### src/rtl/bus_xfer_pkg.sv
// Shared definitions for the bus transfer sequencer: bus code map, FSM state,
// queued request layout and the code legality / one-hot decode helpers.
package bus_xfer_pkg;

   localparam int CODE_W = 5;
   localparam int BUS_W  = 32;

   // Bus source codes (what may drive the shared bus)
   localparam logic [4:0] SRC_R0      = 5'd0;
   localparam logic [4:0] SRC_R15     = 5'd15;
   localparam logic [4:0] SRC_HI      = 5'd16;
   localparam logic [4:0] SRC_LO      = 5'd17;
   localparam logic [4:0] SRC_ZHI     = 5'd18;
   localparam logic [4:0] SRC_ZLO     = 5'd19;
   localparam logic [4:0] SRC_PC      = 5'd20;
   localparam logic [4:0] SRC_MDR     = 5'd21;
   localparam logic [4:0] SRC_INPORT  = 5'd22;
   localparam logic [4:0] SRC_CSIGN   = 5'd23;

   // Destination codes (what may load from the shared bus)
   localparam logic [4:0] DST_R0      = 5'd0;
   localparam logic [4:0] DST_R15     = 5'd15;
   localparam logic [4:0] DST_HI      = 5'd16;
   localparam logic [4:0] DST_LO      = 5'd17;
   localparam logic [4:0] DST_PC      = 5'd20;
   localparam logic [4:0] DST_MDR     = 5'd21;
   localparam logic [4:0] DST_MAR     = 5'd24;
   localparam logic [4:0] DST_Y       = 5'd25;
   localparam logic [4:0] DST_IR      = 5'd26;
   localparam logic [4:0] DST_OUTPORT = 5'd27;

   typedef enum logic [1:0] {
      ST_IDLE  = 2'd0,
      ST_DRIVE = 2'd1,
      ST_LOAD  = 2'd2
   } xferState_e;

   typedef struct packed {
      logic [CODE_W-1:0] src;
      logic [CODE_W-1:0] dst;
   } xferReq_t;

   // Every code up to the sign-extended constant may drive the bus.
   function automatic logic is_legal_src(input logic [CODE_W-1:0] code);
      return (code <= SRC_CSIGN);
   endfunction

   // Register file plus the named special-purpose loads; the gaps are unused.
   function automatic logic is_legal_dst(input logic [CODE_W-1:0] code);
      logic legal;
      if (code <= DST_R15) begin
         legal = 1'b1;
      end else begin
         case (code)
            DST_HI, DST_LO, DST_PC, DST_MDR,
            DST_MAR, DST_Y, DST_IR, DST_OUTPORT: legal = 1'b1;
            default:                             legal = 1'b0;
         endcase
      end
      return legal;
   endfunction

   // 5->32 decode; the bus encoder performs the inverse mapping.
   function automatic logic [BUS_W-1:0] decodeOneHot(input logic [CODE_W-1:0] code);
      logic [BUS_W-1:0] vec;
      vec       = 32'd0;
      vec[code] = 1'b1;
      return vec;
   endfunction

endpackage

### src/rtl/bus_xfer_if.sv
// Request handshake and strobe outputs between the control unit (master)
// and the bus transfer sequencer (slave).
interface bus_xfer_if;
   import bus_xfer_pkg::*;

   logic              req_valid;
   logic              req_ready;
   logic [CODE_W-1:0] req_src;
   logic [CODE_W-1:0] req_dst;
   logic [BUS_W-1:0]  src_out;
   logic [BUS_W-1:0]  dst_in;
   logic              busy;
   logic              done;
   logic              err;

   modport master (
      output req_valid, req_src, req_dst,
      input  req_ready, src_out, dst_in, busy, done, err
   );

   modport slave (
      input  req_valid, req_src, req_dst,
      output req_ready, src_out, dst_in, busy, done, err
   );

endinterface

### src/rtl/bus_xfer_fifo.sv
// Small synchronous FIFO holding pending transfer requests. Head entry is
// presented combinationally; a push while full is ignored.
module bus_xfer_fifo #(
   parameter int DEPTH = 2,
   parameter int WIDTH = 10
) (
   input  logic             clock,
   input  logic             clear,
   input  logic             push,
   input  logic             pop,
   input  logic [WIDTH-1:0] wrData,
   output logic [WIDTH-1:0] rdData,
   output logic             full,
   output logic             empty
);

   localparam int PTR_W = (DEPTH > 1) ? $clog2(DEPTH) : 1;
   localparam logic [PTR_W-1:0] PTR_ZERO = PTR_W'(0);
   localparam logic [PTR_W-1:0] PTR_ONE  = PTR_W'(1);
   localparam logic [PTR_W:0]   CNT_ZERO = (PTR_W + 1)'(0);
   localparam logic [PTR_W:0]   CNT_ONE  = (PTR_W + 1)'(1);
   localparam logic [PTR_W:0]   CNT_FULL = (PTR_W + 1)'(DEPTH);

   logic [PTR_W-1:0] wrPtr_r;
   logic [PTR_W-1:0] rdPtr_r;
   logic [PTR_W:0]   count_r;
   logic [WIDTH-1:0] mem_r [DEPTH];
   logic             doPush_s;
   logic             doPop_s;

   assign full     = (count_r == CNT_FULL);
   assign empty    = (count_r == CNT_ZERO);
   assign doPush_s = push & ~full;
   assign doPop_s  = pop & ~empty;
   assign rdData   = mem_r[rdPtr_r];

   // Pointer and occupancy tracking; power-of-two depth lets pointers wrap naturally.
   always_ff @(posedge clock or negedge clear) begin
      if (!clear) begin
         wrPtr_r <= PTR_ZERO;
         rdPtr_r <= PTR_ZERO;
         count_r <= CNT_ZERO;
      end else begin
         if (doPush_s) wrPtr_r <= wrPtr_r + PTR_ONE;
         else          wrPtr_r <= wrPtr_r;
         if (doPop_s)  rdPtr_r <= rdPtr_r + PTR_ONE;
         else          rdPtr_r <= rdPtr_r;
         case ({doPush_s, doPop_s})
            2'b10:   count_r <= count_r + CNT_ONE;
            2'b01:   count_r <= count_r - CNT_ONE;
            default: count_r <= count_r;
         endcase
      end
   end

   // Entry storage; contents are meaningless until written, so no reset.
   always_ff @(posedge clock) begin
      if (doPush_s) mem_r[wrPtr_r] <= wrData;
   end

endmodule

### src/rtl/bus_xfer_sequencer.sv
// Serialises queued register transfers onto the shared bus: one source strobe
// held while the bus settles, then a single-cycle destination load.
module bus_xfer_sequencer
   import bus_xfer_pkg::*;
#(
   parameter int FIFO_DEPTH    = 2,
   parameter int SETTLE_CYCLES = 1
) (
   input logic       clock,
   input logic       clear,
   bus_xfer_if.slave bus
);

   localparam int CNT_W = (SETTLE_CYCLES > 1) ? $clog2(SETTLE_CYCLES) : 1;
   localparam logic [CNT_W-1:0] CNT_ZERO = CNT_W'(0);
   localparam logic [CNT_W-1:0] CNT_ONE  = CNT_W'(1);
   localparam logic [CNT_W-1:0] CNT_LAST = CNT_W'(SETTLE_CYCLES - 1);

   xferState_e        state_r;
   logic [CNT_W-1:0]  settleCnt_r;
   logic [CODE_W-1:0] dstCode_r;
   logic [BUS_W-1:0]  srcOut_r;
   logic [BUS_W-1:0]  dstIn_r;
   logic              done_r;
   logic              err_r;

   logic              fifoFull_s;
   logic              fifoEmpty_s;
   logic              pushReq_s;
   logic              popReq_s;
   logic              headLegal_s;
   xferReq_t          reqWord_s;
   xferReq_t          head_s;

   assign pushReq_s   = bus.req_valid & ~fifoFull_s;
   assign reqWord_s   = {bus.req_src, bus.req_dst};
   assign headLegal_s = is_legal_src(head_s.src) & is_legal_dst(head_s.dst);

   bus_xfer_fifo #(
      .DEPTH (FIFO_DEPTH),
      .WIDTH ($bits(xferReq_t))
   ) u_fifo (
      .clock  (clock),
      .clear  (clear),
      .push   (pushReq_s),
      .pop    (popReq_s),
      .wrData (reqWord_s),
      .rdData (head_s),
      .full   (fifoFull_s),
      .empty  (fifoEmpty_s)
   );

   // Dequeue whenever IDLE sees any head (claim or discard), or LOAD chains straight into a legal head.
   always_comb begin
      popReq_s = 1'b0;
      case (state_r)
         ST_IDLE: popReq_s = ~fifoEmpty_s;
         ST_LOAD: popReq_s = ~fifoEmpty_s & headLegal_s;
         default: popReq_s = 1'b0;
      endcase
   end

   // Transfer sequencing: claim legal heads, reject illegal ones, time settle and the one-cycle load.
   always_ff @(posedge clock or negedge clear) begin
      if (!clear) begin
         state_r     <= ST_IDLE;
         settleCnt_r <= CNT_ZERO;
         dstCode_r   <= 5'd0;
         srcOut_r    <= 32'd0;
         dstIn_r     <= 32'd0;
         done_r      <= 1'b0;
         err_r       <= 1'b0;
      end else begin
         done_r  <= 1'b0;
         err_r   <= 1'b0;
         dstIn_r <= 32'd0;
         case (state_r)
            ST_IDLE: begin
               if (!fifoEmpty_s && headLegal_s) begin
                  state_r     <= ST_DRIVE;
                  srcOut_r    <= decodeOneHot(head_s.src);
                  dstCode_r   <= head_s.dst;
                  settleCnt_r <= CNT_ZERO;
               end else if (!fifoEmpty_s) begin
                  err_r    <= 1'b1;
                  srcOut_r <= 32'd0;
               end else begin
                  srcOut_r <= 32'd0;
               end
            end
            ST_DRIVE: begin
               if (settleCnt_r == CNT_LAST) begin
                  state_r <= ST_LOAD;
                  dstIn_r <= decodeOneHot(dstCode_r);
                  done_r  <= 1'b1;
               end else begin
                  settleCnt_r <= settleCnt_r + CNT_ONE;
               end
            end
            ST_LOAD: begin
               if (!fifoEmpty_s && headLegal_s) begin
                  state_r     <= ST_DRIVE;
                  srcOut_r    <= decodeOneHot(head_s.src);
                  dstCode_r   <= head_s.dst;
                  settleCnt_r <= CNT_ZERO;
               end else begin
                  state_r  <= ST_IDLE;
                  srcOut_r <= 32'd0;
               end
            end
            default: begin
               state_r  <= ST_IDLE;
               srcOut_r <= 32'd0;
            end
         endcase
      end
   end

   assign bus.req_ready = ~fifoFull_s;
   assign bus.src_out   = srcOut_r;
   assign bus.dst_in    = dstIn_r;
   assign bus.done      = done_r;
   assign bus.err       = err_r;
   assign bus.busy      = ~fifoEmpty_s | (state_r != ST_IDLE);

endmodule

### src/flat_wrapper.sv
// flat-port wrapper written by rule: the top's interface ports become plain ports
module bus_xfer_sequencer_flat import bus_xfer_pkg::*;
#(
   parameter int FIFO_DEPTH    = 2,
   parameter int SETTLE_CYCLES = 1
)
  (clock, clear, bus_req_valid, bus_req_src, bus_req_dst, bus_req_ready, bus_src_out, bus_dst_in, bus_busy, bus_done, bus_err);
  bus_xfer_if bus_i ();
  input logic clock;
  input logic clear;
  input wire logic [$bits(bus_i.req_valid)-1:0] bus_req_valid;
  input wire logic [$bits(bus_i.req_src)-1:0] bus_req_src;
  input wire logic [$bits(bus_i.req_dst)-1:0] bus_req_dst;
  output wire logic [$bits(bus_i.req_ready)-1:0] bus_req_ready;
  output wire logic [$bits(bus_i.src_out)-1:0] bus_src_out;
  output wire logic [$bits(bus_i.dst_in)-1:0] bus_dst_in;
  output wire logic [$bits(bus_i.busy)-1:0] bus_busy;
  output wire logic [$bits(bus_i.done)-1:0] bus_done;
  output wire logic [$bits(bus_i.err)-1:0] bus_err;
  assign bus_i.req_valid = bus_req_valid;
  assign bus_i.req_src = bus_req_src;
  assign bus_i.req_dst = bus_req_dst;
  assign bus_req_ready = bus_i.req_ready;
  assign bus_src_out = bus_i.src_out;
  assign bus_dst_in = bus_i.dst_in;
  assign bus_busy = bus_i.busy;
  assign bus_done = bus_i.done;
  assign bus_err = bus_i.err;
  bus_xfer_sequencer #(.FIFO_DEPTH(FIFO_DEPTH), .SETTLE_CYCLES(SETTLE_CYCLES)) u_core (.clock(clock), .clear(clear), .bus(bus_i));
endmodule
### config.mk
export PLATFORM = sky130hd
export DESIGN_NAME = bus_xfer_sequencer_flat
export DESIGN_NICKNAME = d
export VERILOG_FILES = /design/src/rtl/bus_xfer_pkg.sv /design/src/rtl/bus_xfer_if.sv /design/src/rtl/bus_xfer_fifo.sv /design/src/rtl/bus_xfer_sequencer.sv /design/src/flat_wrapper.sv
export SDC_FILE = /design/constraint.sdc
export NUM_CORES = 1
export LEC_CHECK = 0
export CORE_MARGIN = 2
export CORE_UTILIZATION = 50
export DETAILED_ROUTE_END_ITERATION = 12
export PLACE_DENSITY_LB_ADDON = 0.12
export RECOVER_POWER = 50
export SYNTH_ARGS = -nofsm -noshare
export SYNTH_HDL_FRONTEND = slang
export SYNTH_HIERARCHICAL = 1
export SYNTH_SLANG_ARGS = --single-unit
### constraint.sdc
create_clock -name clock -period 4.6 [get_ports clock]
set_input_delay 0.92 -clock clock [delete_from_list [all_inputs] [get_ports clock]]
set_output_delay 0.92 -clock clock [all_outputs]
set_load 0.05 [all_outputs]
* Word-level counts from Yosys, hierarchy flattened
Memories as Yosys holds them, arrays and structs flattened. Cells that the tools add are included.
Word-level totals: bits in latches 0, RAM bits 20, output and inout port bits 68, memories kept 2, input port bits 13, bits in registers 78, bits in read-only memories 32
Memories:
- (name not given) | depth 32, bits a word 1, read ports 1, clocked after Yosys merged registers in 0, write ports 0, line bus_xfer_pkg.sv:54 | case (code)
- u_core.u_fifo.mem_r | depth 2, bits a word 10, read ports 1, clocked after Yosys merged registers in 0, write ports 1, line bus_xfer_fifo.sv:27 | logic [WIDTH-1:0] mem_r [DEPTH];
Operators by class: divide/modulo/power cells 0, shifts and indexed selects 0, $mul 0, reductions and logical operators 13, add/sub/neg operators 5, magnitude comparators 6, bitwise logic cells 8, muxes and demuxes 25, eq/ne operators 8
Operators with widths (number):
- $mux W32 | 3
- $pmux W32 S2 | 1
- $mux W1 | 13
- $lt A5 B6 Y1 const B | 2
- $demux W1 S5 | 2
- $ge A5 B1 Y1 const B | 2
- $eq A2 B2 Y1 const B | 3
- $pmux W2 S3 | 1
- $reduce_and A2 Y1 | 3
- $reduce_bool A2 Y1 | 3
- $and A1 B1 Y1 | 5
- $le A5 B4 Y1 const B | 1
- $le A5 B5 Y1 const B | 1
- $eq A2 B1 Y1 const B | 2
- $logic_not A2 Y1 | 2
- $mux W2 | 2
- $ne A2 B1 Y1 const B | 2
- $pmux W1 S2 | 2
- $pmux W2 S2 | 1
- $add A1 B1 Y1 const B | 3
- $logic_and A1 B1 Y1 | 3
- $add A2 B1 Y2 const B | 1
- $ne A2 B2 Y1 const B | 1
- $not A1 Y1 | 2
- other kinds (4) | 4

* Depth between registers and ports, before layout
An unclocked memory read counts as a cell.
word-level depth 9, depth in mapped cells 10, gate-level depth less buffers 9

* Cells and area by module
The synthesis kept the hierarchy.
Modules (own cells, without submodules):
- bus_xfer_sequencer | area each 2631.3 sq um, seq. area each 1826.8 sq um, cells each 186, times used 1
- bus_xfer_fifo | area each 917.1 sq um, seq. area each 700.7 sq um, cells each 49, times used 1

* Least setup slack after synthesis
OpenSTA, ideal clock, no wires.
kind flip-flop to flip-flop, start register u_core.u_fifo.rdPtr_r, end register u_core.u_fifo.count_r[1], library setup time 79 ps, period minus slack after synthesis 2435 ps, cell stages (with the launch flop) 10, path slack 2165 ps, path buffers 1, arrival 2355 ps, cells stage by stage dfrtp_1 > buf_4 > mux2_2 > mux2_2 > a22o_1 > a211oi_1 > nor2b_2 > ha_1 > nor2_1 > xor2_1
RTL lines:
- start: declaration | line bus_xfer_fifo.sv:25 | logic [PTR_W-1:0] rdPtr_r;
- start signal: assignment | line bus_xfer_fifo.sv:46 | if (doPop_s) rdPtr_r <= rdPtr_r + PTR_ONE;
- start signal: assignment | line bus_xfer_fifo.sv:47 | else rdPtr_r <= rdPtr_r;
- end signal: assignment | line bus_xfer_fifo.sv:49 | 2'b10: count_r <= count_r + CNT_ONE;
- end signal: assignment | line bus_xfer_fifo.sv:50 | 2'b01: count_r <= count_r - CNT_ONE;
- end signal: assignment | line bus_xfer_fifo.sv:51 | default: count_r <= count_r;
- end: declaration | line bus_xfer_fifo.sv:26 | logic [PTR_W:0] count_r;

* Final worst setup path
start register u_core.u_fifo.count_r[0], end output port bus_busy
On the way: longest elaborated chain between the ends 3
Ends and longest elaborated chain:
- $logic_not A2 Y1 | line bus_xfer_fifo.sv:32 | assign empty = (count_r == CNT_ZERO);
- via u_core.fifoEmpty_s | line bus_xfer_sequencer.sv:28 | logic fifoEmpty_s;
- $not A1 Y1 | line bus_xfer_sequencer.sv:124 | assign bus.busy = ~fifoEmpty_s | (state_r != ST_IDLE);
- $or A1 B1 Y1 | line bus_xfer_sequencer.sv:124
- end: declaration | line flat_wrapper.sv:17 | output wire logic [$bits(bus_i.busy)-1:0] bus_busy;
The timed path passes the listed nets, and every way through them passes these cells.

==> impl_results.md <==
- CP Cell Sequence: nor2_1, nand2_1, clkdlybuf4s50_1
- PD cells: around 570 nW/µm²
- Wire length on met3: ~310 µm
- Crit start category: register
- Routed WL: 6410 µm
- Slew @ Worst Pin: 1.79 ns
- Die W: roughly 88 µm
- Synth area leader: dfrtp_1
- WP data required: about 3.7 ns
- CTS Hold Buffers Added: 0
- Max-cap violation count: 1
- Total vias in the final route: between 2000 and 2500
- Clock transition at path regs: roughly 0.090 ns
- IO Count: 81
- Status: finished, violations left
- Port buffer count: 80
- Post-Syn Instances: 235
- Post_cts resized: 0
- CP max FO: 5
- Minimum clock period: 2.87 ns
- Sink Count: between 90 and 100
- Total core area: 6830 µm²
- Area delta synth->final: 31.1%
- Top sig layer: met4
- Rows: 30
- Synthesis warning total: 6
- Final Hold Viols: 0
- LEAKAGE: 0.00194 µW
- Seq/Total Area, Yosys: between 70% and 80%
- Synth area leaders: dfrtp_1 54%, edfxtp_1 17%, a22o_1 6.2%, mux2_2 4.8%, nor2_1 4.0%
- Max Slew Vio Count: a little under 80
- Finished Cell Area: about 4700 µm²
- DRC Markers: 0
- F_max: between 0.3 and 0.4 GHz
- Placed cell area: 4450 µm²
- Worst setup EP type: output port
- Post-synth EDFFs: 20
- DRT iter0 DRCs: 95
- Async SR Flop Fraction: between 70 and 80%
- Endpoints failing setup: 0
- DR vias/cell: 5.16
- Die ar.: 7790 µm²
- Antenna diodes: 0
- Slowest stage delay, CP: 0.72 ns
- DR WL met2: 2990 µm
- GPL Wtd Cong: 0.755
- RSZ-0062 raised after global routing: no
- Slowest cell on crit path: clkdlybuf4s50_1
- Crit path DAT: 1.95 ns
- HP Class: reg -> reg
- CTS tree: yes
- Die Span Y: just under 90 µm
- Pwr Total: ~2700 µW
- Synth cell types: 33
- Synth Area per Inst: between 15 and 20 µm²
- Latest clock arrival within the worst-skew pair: ~0.36 ns
- Crit Path Class: reg -> out
- WL per Instance: 15.3 µm
- Yosys top cell area share: a little over half
- Clock Skew: roughly 0.0097 ns
- CTS H-Tree Depth: 3
- Main flop type after synthesis: dfrtp_1
- Initial antenna violation count: 0
- Setup tns final: 0 ns
- Fillers: 510
- Total GRT Usage: 17.9%
- Failing checks: max-capacitance violations, max-slew violations
- Peak supply drop: 0.426 mV
- Clk buf depth: 2
- Nets@finish: about 330
- Mapped cell area: 3550 µm²
- Largest net degree at the start of global routing: 78
- Met1 Routed Length: 3000 µm
- Cts bufs inserted: 9
- Synth cell count leaders: 77 x dfrtp_1, 38 x nor2_1, 25 x a22o_1
- Layout cells sized above 1: between 10% and 20%
- Number of routed nets with antenna violations: 0
- Slew headroom: -19.1%
- # Post-CTS Setup Buffers: 0
- HPWL Detailed: roughly 4300 µm
- GRT Residual Overflow: 0
- Yosys reg bits: 97
- Fin crit share: 62.4%
- Initial Util: approximately half
- TritonRoute pass-1 iters: 4
- Most frequent cell after synthesis: dfrtp_1
- Vias in the first global route: 2069
- First-pass GRT wire length: 10400 µm
- Clock root cell: clkbuf_8
- Mapped Nets: 249
-- cell families (layout without fill, tap and decap cells) --
group                      Yosys count  count (layout)  synth area share [%]
AOI/OAI and AO/OA                   33              33                  10.5
xor gates and xnor gates             5               5                  1.23
adders and majority gates            1               1                 0.353
buffers and inverters               11             100                  1.30
DFF                                 97              97                  71.2
muxes                               15              15                  4.76
and+or+nand+nor                     73              73                  10.6
-- area by class of cell --
type	instances	area (µm²)	area share, %
clock buffers	9	124	2.66
clock inverters	6	91.3	1.96
inverters	4	15.0	0.323
multi-input cells	127	975	21.0
flip-flops and latches	97	2530	54.3
well taps	96	120	2.58
repair buffers	81	800	17.2
-- metrics by stage --
step | hold slack, ns | utilization [%] | instances | setup WS [ns]
3_3_place_gp | 0.467 | 65.1 | 405 | 1.95
3_5_place_dp | 0.471 | 65.1 | 405 | 1.93
5_1_grt | 0.505 | 68.1 | 420 | 1.65
6_report | 0.489 | 68.1 | 420 | 1.73
4_1_cts | 0.496 | 68.2 | 420 | 1.71
2_1_floorplan | 0.461 | - | 235 | 2.17
-- worst paths after layout --
kind                                                         to                            startpoint  slack [ns]  cells after the start
setup / recovery                                       bus_busy  u_core/u_fifo/count_r[0]$_DFFE_PN0P_        1.73                      3
hold / removal               u_core/bus.src_out[26]$_DFFE_PN0N_    u_core/bus.src_out[26]$_DFFE_PN0N_        0.49                      1
setup reg to reg           u_core/u_fifo/count_r[1]$_DFFE_PN0P_     u_core/u_fifo/rdPtr_r$_DFFE_PN0P_        1.89                      9
hold reg to reg              u_core/bus.src_out[26]$_DFFE_PN0N_    u_core/bus.src_out[26]$_DFFE_PN0N_        0.49                      1
max in group asynchronous     u_core/u_fifo/rdPtr_r$_DFFE_PN0P_                                 clear        2.51                      1
min in group asynchronous       u_core/bus.dst_in[14]$_DFF_PN0_                                 clear        1.04                      1
-- critical path: cells and delay by family, from the launching register on --
kind,cells,cell delay (ns)
AND/OR/NAND/NOR,2,0.45
flip-flops,1,0.43
buffers and inverters,1,0.72
-- flip-flops by register name, indices dropped and copies added, names as in the netlist --
| signal | count |
|---|---|
| u_core/bus.done | 1 |
| u_core/u_fifo/count_r | 2 |
| u_core/bus.err | 1 |
| u_core/u_fifo/mem_r | 20 |
| u_core/u_fifo/rdPtr_r | 1 |
| u_core/bus.src_out | 32 |
| u_core/bus.dst_in | 32 |
| u_core/u_fifo/wrPtr_r | 1 |
| u_core/state_r | 2 |
| u_core/dstCode_r | 5 |
-- routing by layer --
| metal | global-route usage, % | up-vias |
|---|---|---|
| met4 | 8.68 | 0 |
| li1 | - | 1004 |
| met1 | 25.5 | 1087 |
| met2 | 26.7 | 68 |
| met3 | 3.36 | 10 |
| met5 | 0 | - |
-- cell usage in the layout, fill, tap and decap left out, types with 2 or more instances in the layout --
cell and instances:
edfxtp_1 20, clkdlybuf4s50_1 69, or3b_2 2, xor2_1 2, xnor2_1 3, and3b_1 2, nor2_1 38, clkbuf_8 9
dfrtp_1 77, nand3_1 2, nor3b_1 3, dlygate4sd3_1 10, mux2_2 15, bufinv_16 2, and2_1 2, a22o_1 25
inv_1 4, nand3b_1 5, nor2b_1 3, and2_0 6, a2111oi_4 4, nand2_1 3
-- report_power, final --
part           switching (µW)  total (µW)  internal (µW)
Clock                     283         589            306
Sequential                111        1130           1020
Combinational             589         932            343
Total                     982        2650           1670
Note: power is estimated with default switching activity, not from simulation.
